File: src/rtl/rv_pkg.sv
// Shared RV32 definitions: opcodes, one-hot ALU bit positions and the EX control bundle.
package rv_pkg;

  localparam logic [6:0] OPC_LOAD   = 7'b0000011;
  localparam logic [6:0] OPC_OP_IMM = 7'b0010011;
  localparam logic [6:0] OPC_AUIPC  = 7'b0010111;
  localparam logic [6:0] OPC_STORE  = 7'b0100011;
  localparam logic [6:0] OPC_OP     = 7'b0110011;
  localparam logic [6:0] OPC_LUI    = 7'b0110111;
  localparam logic [6:0] OPC_BRANCH = 7'b1100011;
  localparam logic [6:0] OPC_JALR   = 7'b1100111;
  localparam logic [6:0] OPC_JAL    = 7'b1101111;

  localparam int ALU_W    = 10;
  localparam int ALU_ADD  = 0;
  localparam int ALU_SUB  = 1;
  localparam int ALU_SLL  = 2;
  localparam int ALU_SLT  = 3;
  localparam int ALU_SLTU = 4;
  localparam int ALU_XOR  = 5;
  localparam int ALU_SRL  = 6;
  localparam int ALU_SRA  = 7;
  localparam int ALU_OR   = 8;
  localparam int ALU_AND  = 9;

  typedef enum logic [1:0] {A_ZERO = 2'd0, A_RS1 = 2'd1, A_PC = 2'd2} a_sel_e;
  typedef enum logic [1:0] {B_IMM = 2'd0, B_RS2 = 2'd1, B_FOUR = 2'd2} b_sel_e;

  typedef struct packed {
    logic             valid;
    logic             regwrite;
    logic             memread;
    logic             memwrite;
    logic [ALU_W-1:0] alu_ctrl;
    a_sel_e           a_sel;
    b_sel_e           b_sel;
  } ex_ctl_t;

  function automatic logic [ALU_W-1:0] alu_onehot(input int idx);
    logic [ALU_W-1:0] r;
    r      = '0;
    r[idx] = 1'b1;
    return r;
  endfunction

  // alt selects SUB over ADD and SRA over SRL.
  function automatic logic [ALU_W-1:0] alu_decode(input logic [2:0] funct3, input logic alt);
    case (funct3)
      3'd0:    return alu_onehot(alt ? ALU_SUB : ALU_ADD);
      3'd1:    return alu_onehot(ALU_SLL);
      3'd2:    return alu_onehot(ALU_SLT);
      3'd3:    return alu_onehot(ALU_SLTU);
      3'd4:    return alu_onehot(ALU_XOR);
      3'd5:    return alu_onehot(alt ? ALU_SRA : ALU_SRL);
      3'd6:    return alu_onehot(ALU_OR);
      default: return alu_onehot(ALU_AND);
    endcase
  endfunction

endpackage

File: src/rtl/fwd_mux.sv
// Operand bypass: EX/MEM beats MEM/WB beats the register-file value; x0 always reads 0.
module fwd_mux #(
  parameter int XLEN = 32
) (
  input  logic [4:0]      rs,
  input  logic [XLEN-1:0] reg_val,
  input  logic [4:0]      exmem_rd,
  input  logic            exmem_regwrite,
  input  logic [XLEN-1:0] exmem_result,
  input  logic [4:0]      memwb_rd,
  input  logic            memwb_regwrite,
  input  logic [XLEN-1:0] memwb_result,
  output logic [XLEN-1:0] operand
);

  // rs != 0 also guarantees the matching rd is non-zero.
  always_comb begin
    if (rs == 5'd0)                                operand = '0;
    else if (exmem_regwrite && (exmem_rd == rs))   operand = exmem_result;
    else if (memwb_regwrite && (memwb_rd == rs))   operand = memwb_result;
    else                                           operand = reg_val;
  end

endmodule

File: src/rtl/id_ex_stage.sv
// ID/EX pipeline register with registered ALU decode, operand forwarding and load-use detection.
module id_ex_stage
  import rv_pkg::*;
#(
  parameter int XLEN = 32
) (
  input  logic             clk,
  input  logic             rst,
  input  logic             stall,
  input  logic             flush,
  input  logic             id_valid,
  input  logic [XLEN-1:0]  id_pc,
  input  logic [XLEN-1:0]  id_rs1_data,
  input  logic [XLEN-1:0]  id_rs2_data,
  input  logic [XLEN-1:0]  id_imm,
  input  logic [4:0]       id_rs1,
  input  logic [4:0]       id_rs2,
  input  logic [4:0]       id_rd,
  input  logic [6:0]       id_opcode,
  input  logic [2:0]       id_funct3,
  input  logic             id_funct7_5,
  input  logic [4:0]       exmem_rd,
  input  logic             exmem_regwrite,
  input  logic [XLEN-1:0]  exmem_result,
  input  logic [4:0]       memwb_rd,
  input  logic             memwb_regwrite,
  input  logic [XLEN-1:0]  memwb_result,
  output logic             ex_valid,
  output logic             ex_regwrite,
  output logic             ex_memread,
  output logic             ex_memwrite,
  output logic [4:0]       ex_rd,
  output logic [2:0]       ex_funct3,
  output logic [XLEN-1:0]  ex_pc,
  output logic [XLEN-1:0]  alu_a,
  output logic [XLEN-1:0]  alu_b,
  output logic [ALU_W-1:0] alu_ctrl,
  output logic [XLEN-1:0]  ex_store_data,
  output logic             load_use_stall
);

  ex_ctl_t         dec, ctl_q;
  logic            alt;
  logic [4:0]      rs1_q, rs2_q;
  logic [XLEN-1:0] rs1_data_q, rs2_data_q, imm_q;
  logic [XLEN-1:0] rs1_fwd, rs2_fwd;

  always_comb begin
    // NOTE: every field gets a default before the case so no path leaves a latch behind.
    dec       = '0;
    dec.a_sel = A_RS1;
    dec.b_sel = B_IMM;
    alt       = id_funct7_5 & ((id_opcode == OPC_OP) | (id_funct3 == 3'd5));
    case (id_opcode)
      OPC_OP:     begin dec.valid = 1'b1; dec.regwrite = 1'b1;
                        dec.alu_ctrl = alu_decode(id_funct3, alt); dec.b_sel = B_RS2; end
      OPC_OP_IMM: begin dec.valid = 1'b1; dec.regwrite = 1'b1;
                        dec.alu_ctrl = alu_decode(id_funct3, alt); end
      OPC_LOAD:   begin dec.valid = 1'b1; dec.regwrite = 1'b1; dec.memread = 1'b1;
                        dec.alu_ctrl = alu_onehot(ALU_ADD); end
      OPC_STORE:  begin dec.valid = 1'b1; dec.memwrite = 1'b1;
                        dec.alu_ctrl = alu_onehot(ALU_ADD); end
      OPC_BRANCH: begin dec.valid = 1'b1; dec.alu_ctrl = alu_onehot(ALU_SUB); dec.b_sel = B_RS2; end
      OPC_LUI:    begin dec.valid = 1'b1; dec.regwrite = 1'b1;
                        dec.alu_ctrl = alu_onehot(ALU_ADD); dec.a_sel = A_ZERO; end
      OPC_AUIPC:  begin dec.valid = 1'b1; dec.regwrite = 1'b1;
                        dec.alu_ctrl = alu_onehot(ALU_ADD); dec.a_sel = A_PC; end
      OPC_JAL, OPC_JALR: begin dec.valid = 1'b1; dec.regwrite = 1'b1;
                        dec.alu_ctrl = alu_onehot(ALU_ADD); dec.a_sel = A_PC; dec.b_sel = B_FOUR; end
      default: ;
    endcase
    // Empty slots and unknown opcodes both enter EX as a bubble.
    if (!(id_valid && dec.valid)) dec = '0;
  end

  assign load_use_stall = ctl_q.valid & ctl_q.memread & (ex_rd != 5'd0) & id_valid &
                          ((ex_rd == id_rs1) | (ex_rd == id_rs2));

  always_ff @(posedge clk or posedge rst) begin
    if (rst) begin
      // NOTE: state updates use non-blocking assignments so every flop samples pre-edge values.
      ctl_q      <= '0;
      ex_rd      <= '0;
      ex_funct3  <= '0;
      ex_pc      <= '0;
      rs1_q      <= '0;
      rs2_q      <= '0;
      rs1_data_q <= '0;
      rs2_data_q <= '0;
      imm_q      <= '0;
    end else begin
      if (flush || (!stall && load_use_stall)) ctl_q <= '0;
      else if (!stall)                         ctl_q <= dec;
      // Payload is don't-care under a bubble, so it only honours stall.
      if (!stall) begin
        ex_rd      <= id_rd;
        ex_funct3  <= id_funct3;
        ex_pc      <= id_pc;
        rs1_q      <= id_rs1;
        rs2_q      <= id_rs2;
        rs1_data_q <= id_rs1_data;
        rs2_data_q <= id_rs2_data;
        imm_q      <= id_imm;
      end
    end
  end

  fwd_mux #(.XLEN(XLEN)) u_fwd_rs1 (
    .rs(rs1_q), .reg_val(rs1_data_q),
    .exmem_rd(exmem_rd), .exmem_regwrite(exmem_regwrite), .exmem_result(exmem_result),
    .memwb_rd(memwb_rd), .memwb_regwrite(memwb_regwrite), .memwb_result(memwb_result),
    .operand(rs1_fwd)
  );

  fwd_mux #(.XLEN(XLEN)) u_fwd_rs2 (
    .rs(rs2_q), .reg_val(rs2_data_q),
    .exmem_rd(exmem_rd), .exmem_regwrite(exmem_regwrite), .exmem_result(exmem_result),
    .memwb_rd(memwb_rd), .memwb_regwrite(memwb_regwrite), .memwb_result(memwb_result),
    .operand(rs2_fwd)
  );

  always_comb begin
    case (ctl_q.a_sel)
      A_RS1:   alu_a = rs1_fwd;
      A_PC:    alu_a = ex_pc;
      default: alu_a = '0;
    endcase
    case (ctl_q.b_sel)
      B_RS2:   alu_b = rs2_fwd;
      B_FOUR:  alu_b = XLEN'(4);
      default: alu_b = imm_q;
    endcase
  end

  assign ex_valid      = ctl_q.valid;
  assign ex_regwrite   = ctl_q.regwrite;
  assign ex_memread    = ctl_q.memread;
  assign ex_memwrite   = ctl_q.memwrite;
  assign alu_ctrl      = ctl_q.alu_ctrl;
  assign ex_store_data = rs2_fwd;

endmodule

File: config.mk
export PLATFORM = sky130hd
export DESIGN_NAME = id_ex_stage
export DESIGN_NICKNAME = d
export VERILOG_FILES = /design/src/rtl/rv_pkg.sv /design/src/rtl/fwd_mux.sv /design/src/rtl/id_ex_stage.sv
export SDC_FILE = /design/constraint.sdc
export NUM_CORES = 1
export LEC_CHECK = 0
export ABC_AREA = 1
export ABC_CLOCK_PERIOD_IN_PS = 11400
export BUFFER_PORTS_ARGS = -buffer_cell sky130_fd_sc_hd__buf_2
export CAP_MARGIN = 20
export CORE_AREA = 2 2 151 153
export DETAILED_ROUTE_END_ITERATION = 8
export DIE_AREA = 0 0 153 155
export PLACE_DENSITY = 0.71
export SLEW_MARGIN = 20
export SYNTH_ARGS = -nofsm -noshare
export SYNTH_HDL_FRONTEND = slang
export SYNTH_SLANG_ARGS = --single-unit
File: constraint.sdc
create_clock -name clk -period 11.4 [get_ports clk]
set_clock_uncertainty 0.2 [all_clocks]
set_input_delay 2.28 -clock clk [delete_from_list [all_inputs] [get_ports clk]]
set_output_delay 2.28 -clock clk [all_outputs]
set_load 0.02 [all_outputs]
## Yosys cells after proc, flatten, opt, wreduce, memory -nomap -nowiden

Index checks and enable logic that the tools add are counted.

- Magnitude comparators: 4
- Eq/ne operators: 26
- Multiplexer cells: 25
- Bitwise logic cells: 7
- Reduce and logical (&&, ||, !) cells: 21

Operators by type and width:

| kind | number |
|---|---|
| 32-bit two-way mux | 6 |
| 32-bit one-hot mux with 2 select lines | 2 |
| 10-bit one-hot mux with 7 select lines | 1 |
| 18-bit two-way mux | 3 |
| 5-bit equality test | 6 |
| 10-bit one-hot mux with 3 select lines | 1 |
| 7-bit by 6-bit equality test with 1-bit output (second input constant) | 3 |
| 7-bit equality test (second input constant) | 3 |
| 7-bit by 5-bit equality test with 1-bit output (second input constant) | 2 |
| 5-bit logical NOT | 2 |
| 3-bit equality test (second input constant) | 3 |
| 9-bit OR reduction | 1 |
| 1-bit demux with 4-bit select | 2 |
| 1-bit logical AND | 8 |
| 1-bit two-way mux | 8 |
| 2-bit one-hot mux with 2 select lines | 2 |
| 7-bit by 2-bit equality test with 1-bit output (second input constant) | 1 |
| 7-bit OR reduction | 1 |
| 3-bit by 2-bit equality test with 1-bit output (second input constant) | 2 |
| 2-bit OR reduction | 3 |
| 6-bit OR reduction | 1 |
| 1-bit bitwise AND | 5 |
| 1-bit by 5-bit less-than comparator with 1-bit output (second input constant) | 1 |
| 3-bit by 5-bit less-than comparator with 1-bit output (second input constant) | 1 |
| other kinds (12) | 15 |

- Flip-flop bits (word level): 164
- Bits of input ports: 235
- Output and inout port bits: 151
- Logic and storage cells: 98

## Depth between registers and ports, before layout

Gate-level depths: netlist (run 1).

- Word-level depth: 13
- Mapped depth: 12
- Gate-level depth less buffers: 12

## Modules after synthesis

From an unflattened synthesis (run 1), not the netlist that was laid out.

- Cell total of the unflattened synthesis: 1600
- Area, all modules: 10518.8 um^2

Modules (own cells, without submodules):

| module | times used | cells an instance | area an instance (um^2) | sequential area each (um^2) |
|---|---|---|---|---|
| id_ex_stage | 1 | 1002 | 7696.1 | 4103.9 |
| fwd_mux | 2 | 299 | 1411.4 | 0.0 |

## Least setup slack after synthesis (run 1)

No wires, ideal clock.

- Path type: input port to output port
- Start: in exmem_rd[0]
- End: out alu_a[0]
- Data arrival time: 3486 ps
- Data required time: 8920 ps
- Path slack: 5434 ps
- Cell stages on the path: 8
- Buffers on the path: 1
- Cells stage by stage: inv_1 -> nor2_1 -> nor3_1 -> nand3_2 -> clkbuf_1 -> nand3_1 -> nand2_1 -> a21oi_1

- Longest elaborated chain between the ends: 5

Ends and longest elaborated chain:

| item | RTL line | RTL |
|---|---|---|
| from (decl) | id_ex_stage.sv:22 | `input logic [4:0] exmem_rd,` |
| 5-bit equality test | fwd_mux.sv:19 | `else if (exmem_regwrite && (exmem_rd == rs)) operand = exmem_result;` |
| 1-bit logical AND | fwd_mux.sv:19 |  |
| 32-bit two-way mux | fwd_mux.sv:19 |  |
| 32-bit two-way mux | fwd_mux.sv:18 | `if (rs == 5'd0) operand = '0;` |
| 32-bit one-hot mux with 2 select lines | id_ex_stage.sv:123 | `case (ctl_q.a_sel)` |
| to (decl) | id_ex_stage.sv:35 | `output logic [XLEN-1:0] alu_a,` |

No other way between the ends.

## Worst setup path in the final report (run 1)

- Start: in memwb_rd[4]
- End: out alu_a[12]

- Longest elaborated chain between the ends: 6

Ends and longest elaborated chain:

| item | RTL line | RTL |
|---|---|---|
| from (decl) | id_ex_stage.sv:25 | `input logic [4:0] memwb_rd,` |
| 5-bit equality test | fwd_mux.sv:20 | `else if (memwb_regwrite && (memwb_rd == rs)) operand = memwb_result;` |
| 1-bit logical AND | fwd_mux.sv:20 |  |
| 32-bit two-way mux | fwd_mux.sv:20 |  |
| 32-bit two-way mux | fwd_mux.sv:19 |  |
| 32-bit two-way mux | fwd_mux.sv:18 |  |
| 32-bit one-hot mux with 2 select lines | id_ex_stage.sv:123 |  |

No other way between the ends.

==> summary.txt, run 1 <==
status: completed
utilization after layout: 0.556
post-CTS setup repair buffer count: 0
HP Class: register to register
chip height: 155 um
CP Max Fanout: 33
# fillers: 2262
Top cell by count, worst path: nand2_1
P per Cell Area: 129 mW/mm^2
Syn-to-layout area delta: 26.4%
Max Slew Vio Count: 0
multi-input logic area: 0.00483 sq mm
hold_ws: 0.281 ns
total grt overflow: 0
PostCTS Resize Cnt: 0
Mapped Area: 0.00978 sq mm
post-route setup TNS: 0 ns
GPL Wtd Cong: 0.957
Total GRT Usage: 0.329
# Max-Cap Violations: 0
Compound-Gate Fraction of Synth Area: 0.0664
most instantiated cells after synthesis: nand2_1 (607), dfrtp_1 (164), nor2_1 (163)
clk_lat worst skew: 0.44 ns
Final #Nets: 2037
Initial Util: 0.440
Worst R2R Start: ex_rd[2]$_DFFE_PP0N_
largest net degree at the start of global routing: 99
DR vias: 11206
Final Cycle Share: 0.626
worst hold endpoint: alu_ctrl[4]$_DFFE_PP0P_
mux cell area share after synthesis: 0
final wirelength: 39700 um
Async S/R FF share, synth: 1.00
Startpoint Class: input pin
CP Class: input pin to output port
Die X-Extent: 153 um
post-synthesis adder-cell area fraction: 0.00512
post-synth top area share: 0.420
cell taking the most area after synthesis: dfrtp_1
Reg-to-Reg End: alu_ctrl[5]$_DFFE_PP0P_
Synth Warn #: 0
Top delay family on crit path: simple AND/OR/NAND/NOR gates
Simple-Gate Fraction of Synth Area: 0.415
Crit. Startpoint: memwb_rd[4]
EDFF count, synth: 0
deepest clock path buffer count: 2
CP required: 8.92 ns
crit path cell chain: buf_2, nand2_1, o21ai_0, nor2_4, nand3_2, nand2_1, nand3_1, nand2_1, a21oi_1, buf_2
port bufs: 385
remaining antenna violation count after routing: 0
Netlist cell types: 29
Max VDD drop: 0.0950 mV
Avg Synthesized Cell Area: 6.62 sq um
Post-CTS Hold Buffers: 0
CTS clk-pin slew, worst paths: 0.08 ns
crit-path max cell delay: 0.75 ns
Reg2Reg Setup Slack: 9.51 ns
CTS tree: done
DP Wirelength: 30000 um
first-pass iteration count of the detailed router: 8
TritonCTS Buffers: 17
cells on worst reg2reg path: 11
total power: 1.59 mW
Register Area: 0.00410 sq mm
number of synthesized register bits: 164
Slew headroom: 0.276
Leakage Power: 7.11 nW
worst path arrival time: 4.66 ns
# IOs: 386
Synth Area in XOR/XNOR: 0.00269
largest family of logic cells by synthesized area: simple AND/OR/NAND/NOR gates
Core Region: 0.0222 sq mm
hold depth: 2
fmax: 140 MHz
vias in the first global route: 10299
sequential element share of the synthesized area: 0.420
Syn Nets: 1716
clk root buf: clkbuf_16
share of layout cells above drive strength 1: 0.260
CTS H-tree lvls: 4
final hold violation count: 0
most frequent cell after synthesis: nand2_1
Post-DP Area: 0.0117 sq mm
Die Area: 0.0237 sq mm
Least-Margin Pin Slew: 1.09 ns
initial antenna violation count: 5
DR vias/cell: 5.33
# setup viols final: 0
CP endpoint kind: output port
Most used DFF post-synth: dfrtp_1
Cells after Synth: 1477
Min Clock Period, post-route: 7.14 ns
CTS Sinks: 164
Remaining DRCs: 0
CP Buf/Inv Count: 2
slowest CP cell: nand3_2
RSZ-0062 raised after global routing: false
WL/cell: 18.9 um
post-route cell area: 0.0124 sq mm
first-pass GRT wire length: 59800 um
Cell Rows: 55
top post-synthesis cells by area: dfrtp_1 (42%), nand2_1 (23%), nand3_1 (6.3%), nor2_1 (6.3%), inv_1 (4.2%)
initial drt markers: 1084
worst hold path startpoint: alu_ctrl[4]$_DFFE_PP0P_
-- per-stage QoR --
step / worst slack [ns] / instances
2_1_floorplan: 4.49 / 1477
3_3_place_gp: 3.64 / 2063
3_5_place_dp: 3.89 / 2063
4_1_cts: 3.88 / 2095
5_1_grt: 4.00 / 2097
6_report: 4.26 / 2101
-- layer usage --
metal,global-route usage,vias to the layer above,routed length [um]
met5,0,-,13
met4,0.162,2,1930
met3,0.0607,117,2940
met2,0.564,541,19600
met1,0.402,5272,15200
li1,-,5274,-
-- layout make-up --
class / count / area share
clock inverter: 15 / 0.0130
sequential: 164 / 0.332
tap: 285 / 0.0288
multi-input combinational: 1102 / 0.391
inverter: 117 / 0.0363
antenna: 5 / 0.00101
timing repair buffer: 396 / 0.163
clock buffer: 17 / 0.0344
-- worst reg2reg max path, delay by kind of cell, from the launching register on --
kind | cells | cell delay (ns)
and+or+nand+nor | 9 | 0.81
DFF | 1 | 0.44
buffers and inverters | 2 | 0.32
-- flip-flops by register name, summed over array words and instances (netlist names) --
| signal | cells |
|---|---|
| alu_ctrl | 10 |
| ex_funct3 | 3 |
| ex_rd | 5 |
| ex_memread | 1 |
| rs1_q | 5 |
| ex_memwrite | 1 |
| ex_pc | 32 |
| rs2_data_q | 32 |
| ex_valid | 1 |
| ex_regwrite | 1 |
| rs1_data_q | 32 |
| imm_q | 32 |
| ctl_q | 4 |
| rs2_q | 5 |
-- worst max-delay path by stage --
stage / to / slack (ns) / cells past startpoint
after floorplan: alu_ctrl[0]$_DFFE_PP0P_ / 4.49 / 1
after detailed placement: alu_a[12] / 3.89 / 10
after global placement: alu_a[6] / 3.64 / 10
after CTS: alu_a[12] / 3.88 / 10
after global routing: alu_a[6] / 4.00 / 10
final: alu_a[12] / 4.26 / 10
-- cells by family (layout without fill, tap and decap cells) --
group,count (synthesis),in the layout
AOI/OAI and AO/OA,129,129
xor gates and xnor gates,3,3
adders and majority gates,4,4
buffers and inverters,211,545
DFF,164,164
other,0,5
and+or+nand+nor,966,966
-- placed cells by master, fill, tap and decap left out, types with 2 or more instances in the layout --
| cell type | count |
|---|---|
| ha_1 | 4 |
| o22ai_1 | 3 |
| nand3_2 | 22 |
| clkbuf_16 | 17 |
| inv_2 | 6 |
| nand3_1 | 123 |
| nor4_1 | 2 |
| xnor2_1 | 2 |
| inv_1 | 108 |
| nand4_1 | 36 |
| nor2_4 | 3 |
| clkinv_8 | 3 |
| a21oi_1 | 34 |
| nor2_2 | 3 |
| o21ai_0 | 60 |
| o21ai_1 | 31 |
| dfrtp_1 | 164 |
| nor2_1 | 160 |
| nor3_1 | 4 |
| diode_2 | 5 |
| clkinv_4 | 2 |
| inv_6 | 4 |
| inv_8 | 5 |
| clkinvlp_4 | 2 |
| buf_4 | 11 |
| nand2_1 | 607 |
| buf_2 | 384 |
-- where the power goes --
group          leakage [nW]  total (mW)  internal [mW]  switching, mW
clock                 0.282       0.578          0.293          0.285
combinational          4.80       0.350          0.114          0.237
sequential             2.03       0.662          0.627         0.0341
total                  7.11        1.59           1.03          0.556
Power figures use the tool's default switching activity.
==> run 2, diff against run 1 <==
--- a/config.mk
+++ b/config.mk
@@ -6,13 +6,13 @@
 export NUM_CORES = 1
 export LEC_CHECK = 0
 export ABC_AREA = 1
-export ABC_CLOCK_PERIOD_IN_PS = 11400
+export ABC_CLOCK_PERIOD_IN_PS = 6300
 export BUFFER_PORTS_ARGS = -buffer_cell sky130_fd_sc_hd__buf_2
 export CAP_MARGIN = 20
-export CORE_AREA = 2 2 151 153
+export CORE_MARGIN = 1.5
+export CORE_UTILIZATION = 45
 export DETAILED_ROUTE_END_ITERATION = 8
-export DIE_AREA = 0 0 153 155
-export PLACE_DENSITY = 0.71
+export PLACE_DENSITY = 0.75
 export SLEW_MARGIN = 20
 export SYNTH_ARGS = -nofsm -noshare
 export SYNTH_HDL_FRONTEND = slang
==> constraint.sdc (replaced) <==
create_clock -name clk -period 6.3 [get_ports clk]
set_clock_uncertainty 0.2 [all_clocks]
set_input_delay 1.26 -clock clk [delete_from_list [all_inputs] [get_ports clk]]
set_output_delay 1.26 -clock clk [all_outputs]
set_load 0.02 [all_outputs]
==> run 2 against run 1 <==
Critical endpoint is now alu_b[22]. First-iteration DRC count fell by 22%. Global-route usage rose by 0.18 points. Register-to-register slack got worse by 5.2 ns. Combinational power rose by 81%. Largest power group unchanged. Final cell count rose by 0.38%.
==> summary.txt, run 2 (synthesis gave the netlist of run 1 again) <==
post-route setup TNS: 0 ns (unchanged)
P_sw: 1.01 mW (+81%)
hold_ws: 0.281 ns (+0.000312 ns)
switch share: 0.349 (-0.000369)
Remaining DRCs: 0 (unchanged)
WL/cell: 18.0 um (-4.9%)
worst path arrival time: 3.54 ns (-1.12 ns)
commonest non-fill, non-tap cell in the layout: nand2_1
# setup viols final: 0 (unchanged)
PostCTS Resize Cnt: 0 (unchanged)
CTS tree: done
vias in the first global route: 10306 (+0.068%)
Die X-Extent: 150 um (-1.7%)
clk_lat worst skew: 0.44 ns (about the same)
chip height: 150 um (-3.0%)
DR vias/cell: 5.22 (-2.2%)
largest net degree at the start of global routing: 113 (+14%)
metal2 WL: 18100 um (-7.3%)
most frequent cells in the layout: nand2_1 (607), buf_2 (384), dfrtp_1 (164)
Placed Instances: 2061 (-0.097%)
Total GRT Usage: 0.331 (+0.00178)
Non-Filler Instances: 2109 (+0.38%)
post-route cell area: 0.0124 sq mm (+0.35%)
slowest CP cell: nand3_2
total power: 2.89 mW (+81%)
Die Area: 0.0226 sq mm (-4.6%)
P per Cell Area: 233 mW/mm^2 (+81%)
Cell Rows: 53 (-3.6%)
Least-Margin Pin Slew: 1.10 ns (+0.0130 ns)
CTS Sinks: 164 (unchanged)
# IOs: 386 (unchanged)
CP Max Fanout: 34 (+3.0%)
post-CTS setup repair buffer count: 0 (unchanged)
setup ws final: 1.30 ns (-2.96 ns)
Combinational Power Share: 0.219 (about the same)
first-pass GRT wire length: 56300 um (-5.8%)
CP Buf/Inv Count: 4 (+2)
Leakage Power: 7.14 nW (+0.44%)
# fillers: 2109 (-6.8%)
final hold violation count: 0 (unchanged)
Top delay family on crit path: simple AND/OR/NAND/NOR gates
fmax: 200 MHz
Top cell by count, worst path: nor2_1
Final #Nets: 2045 (+0.39%)
share of layout cells above drive strength 1: 0.263 (+0.00326)
# Max-Cap Violations: 0 (unchanged)
uppermost layer routed: met5
CP required: 4.84 ns (-4.08 ns)
Startpoint Class: input pin
GPL Wtd Cong: 1.02 (+6.3%)
crit path cell chain: buf_2, inv_1, nor2_1, nor3_1, nand3_2, buf_4, nor2_1, nor2_1, nand3_1, o21ai_1, buf_2
Final Cycle Share: 0.794
status: completed
deepest clock path buffer count: 2 (unchanged)
Placement Setup Slack: 1.32 ns (-2.58 ns)
first-pass iteration count of the detailed router: 5 (-3)
Pint: 1.88 mW (+82%)
CTS clk-pin slew, worst paths: 0.06 ns (-0.02 ns)
RSZ-0062 raised after global routing: false
Min Clock Period, post-route: 5.00 ns
Syn-to-layout area delta: 26.8%
Slew headroom: 0.267 (-0.00866)
remaining antenna violation count after routing: 0 (unchanged)
Initial Util: 0.462 (+0.0223)
TritonCTS Buffers: 17 (unchanged)
clk root buf: clkbuf_16
Post-DP Area: 0.0118 sq mm (+0.30%)
clock share of power: 0.368 (+0.004)
met3 wire length: 3250 um (+10%)
initial antenna violation count: 17 (+12)
CP endpoint kind: output port
utilization after layout: 0.586 (+0.0303)
final wirelength: 37900 um (-4.5%)
routed length on met1: 14500 um (-4.4%)
DR vias: 11005 (-1.8%)
Max VDD drop: 0.158 mV (+66%)
HP Class: register to register
CTS H-tree lvls: 4 (unchanged)
Post-CTS Hold Buffers: 0 (unchanged)
port bufs: 385 (unchanged)
Max Slew Vio Count: 0 (unchanged)
DP Wirelength: 28500 um (-5.2%)
Core Region: 0.0212 sq mm (-4.8%)
CP Class: input pin to output port
total grt overflow: 0 (unchanged)
crit-path max cell delay: 0.69 ns (-0.06 ns)
initial drt markers: 849 (-22%)
Flop pwr share: 0.413 (-0.003)
[run 2: cell count changes in the layout (fill, tap and decap cells not counted), sizes merged]
cell    before  now
clkinv       7    4
buf        396  404
inv        123  126
diode        5   15
[run 2: cell type report]
cell class,count,area [sq um],share of cell area
Tap cell,275,344,0.0277
Antenna cell,15,37.5,0.00303
Inverter,117,449,0.0362
Timing Repair Buffer,404,2080,0.168
Clock buffer,17,425,0.0343
Multi-Input combinational cell,1102,4810,0.387
Sequential cell,164,4100,0.331
Clock inverter,15,159,0.0128
[run 2: power groups by stage]
stage               Clock (mW)  Sequential, mW  Combinational, mW
global placement             0            1.21              0.622
floorplan                    0            1.22              0.352
global route              1.12            1.20              0.697
CTS                       1.07            1.19              0.632
detailed placement           0            1.21              0.629
finish                    1.06            1.19              0.633
[run 2: final timing paths]
| kind | from | to | slack, ns | cells after the start |
|---|---|---|---|---|
| max | exmem_rd[0] | alu_b[22] | 1.30 | 11 |
| min | rs2_data_q[26]$_DFFE_PP0N_ | rs2_data_q[26]$_DFFE_PP0N_ | 0.28 | 2 |
| max reg2reg | ex_rd[0]$_DFFE_PP0N_ | alu_ctrl[1]$_DFFE_PP0P_ | 4.34 | 10 |
| min reg2reg | rs2_data_q[26]$_DFFE_PP0N_ | rs2_data_q[26]$_DFFE_PP0N_ | 0.28 | 2 |
| max in group asynchronous | rst | rs2_data_q[8]$_DFFE_PP0N_ | 3.96 | 3 |
| min in group asynchronous | rst | alu_ctrl[8]$_DFFE_PP0P_ | 0.75 | 2 |
[run 2: per-layer routing]
layer	up-vias	track usage
met3	118	0.0770
met1	5080	0.393
li1	5310	-
met5	-	0
met4	10	0.175
met2	487	0.558
[run 2: worst reg2reg max path, cell delays in order, from the launching register on]
cell	delay, ns
dfrtp_1	0.45
nor2_1	0.13
nor2_1	0.05
nor2_1	0.14
nand3_1	0.09
nand2_1	0.11
nand2_1	0.10
nand2_1	0.13
clkinv_1	0.23
nand3_1	0.18
nand2_1	0.06
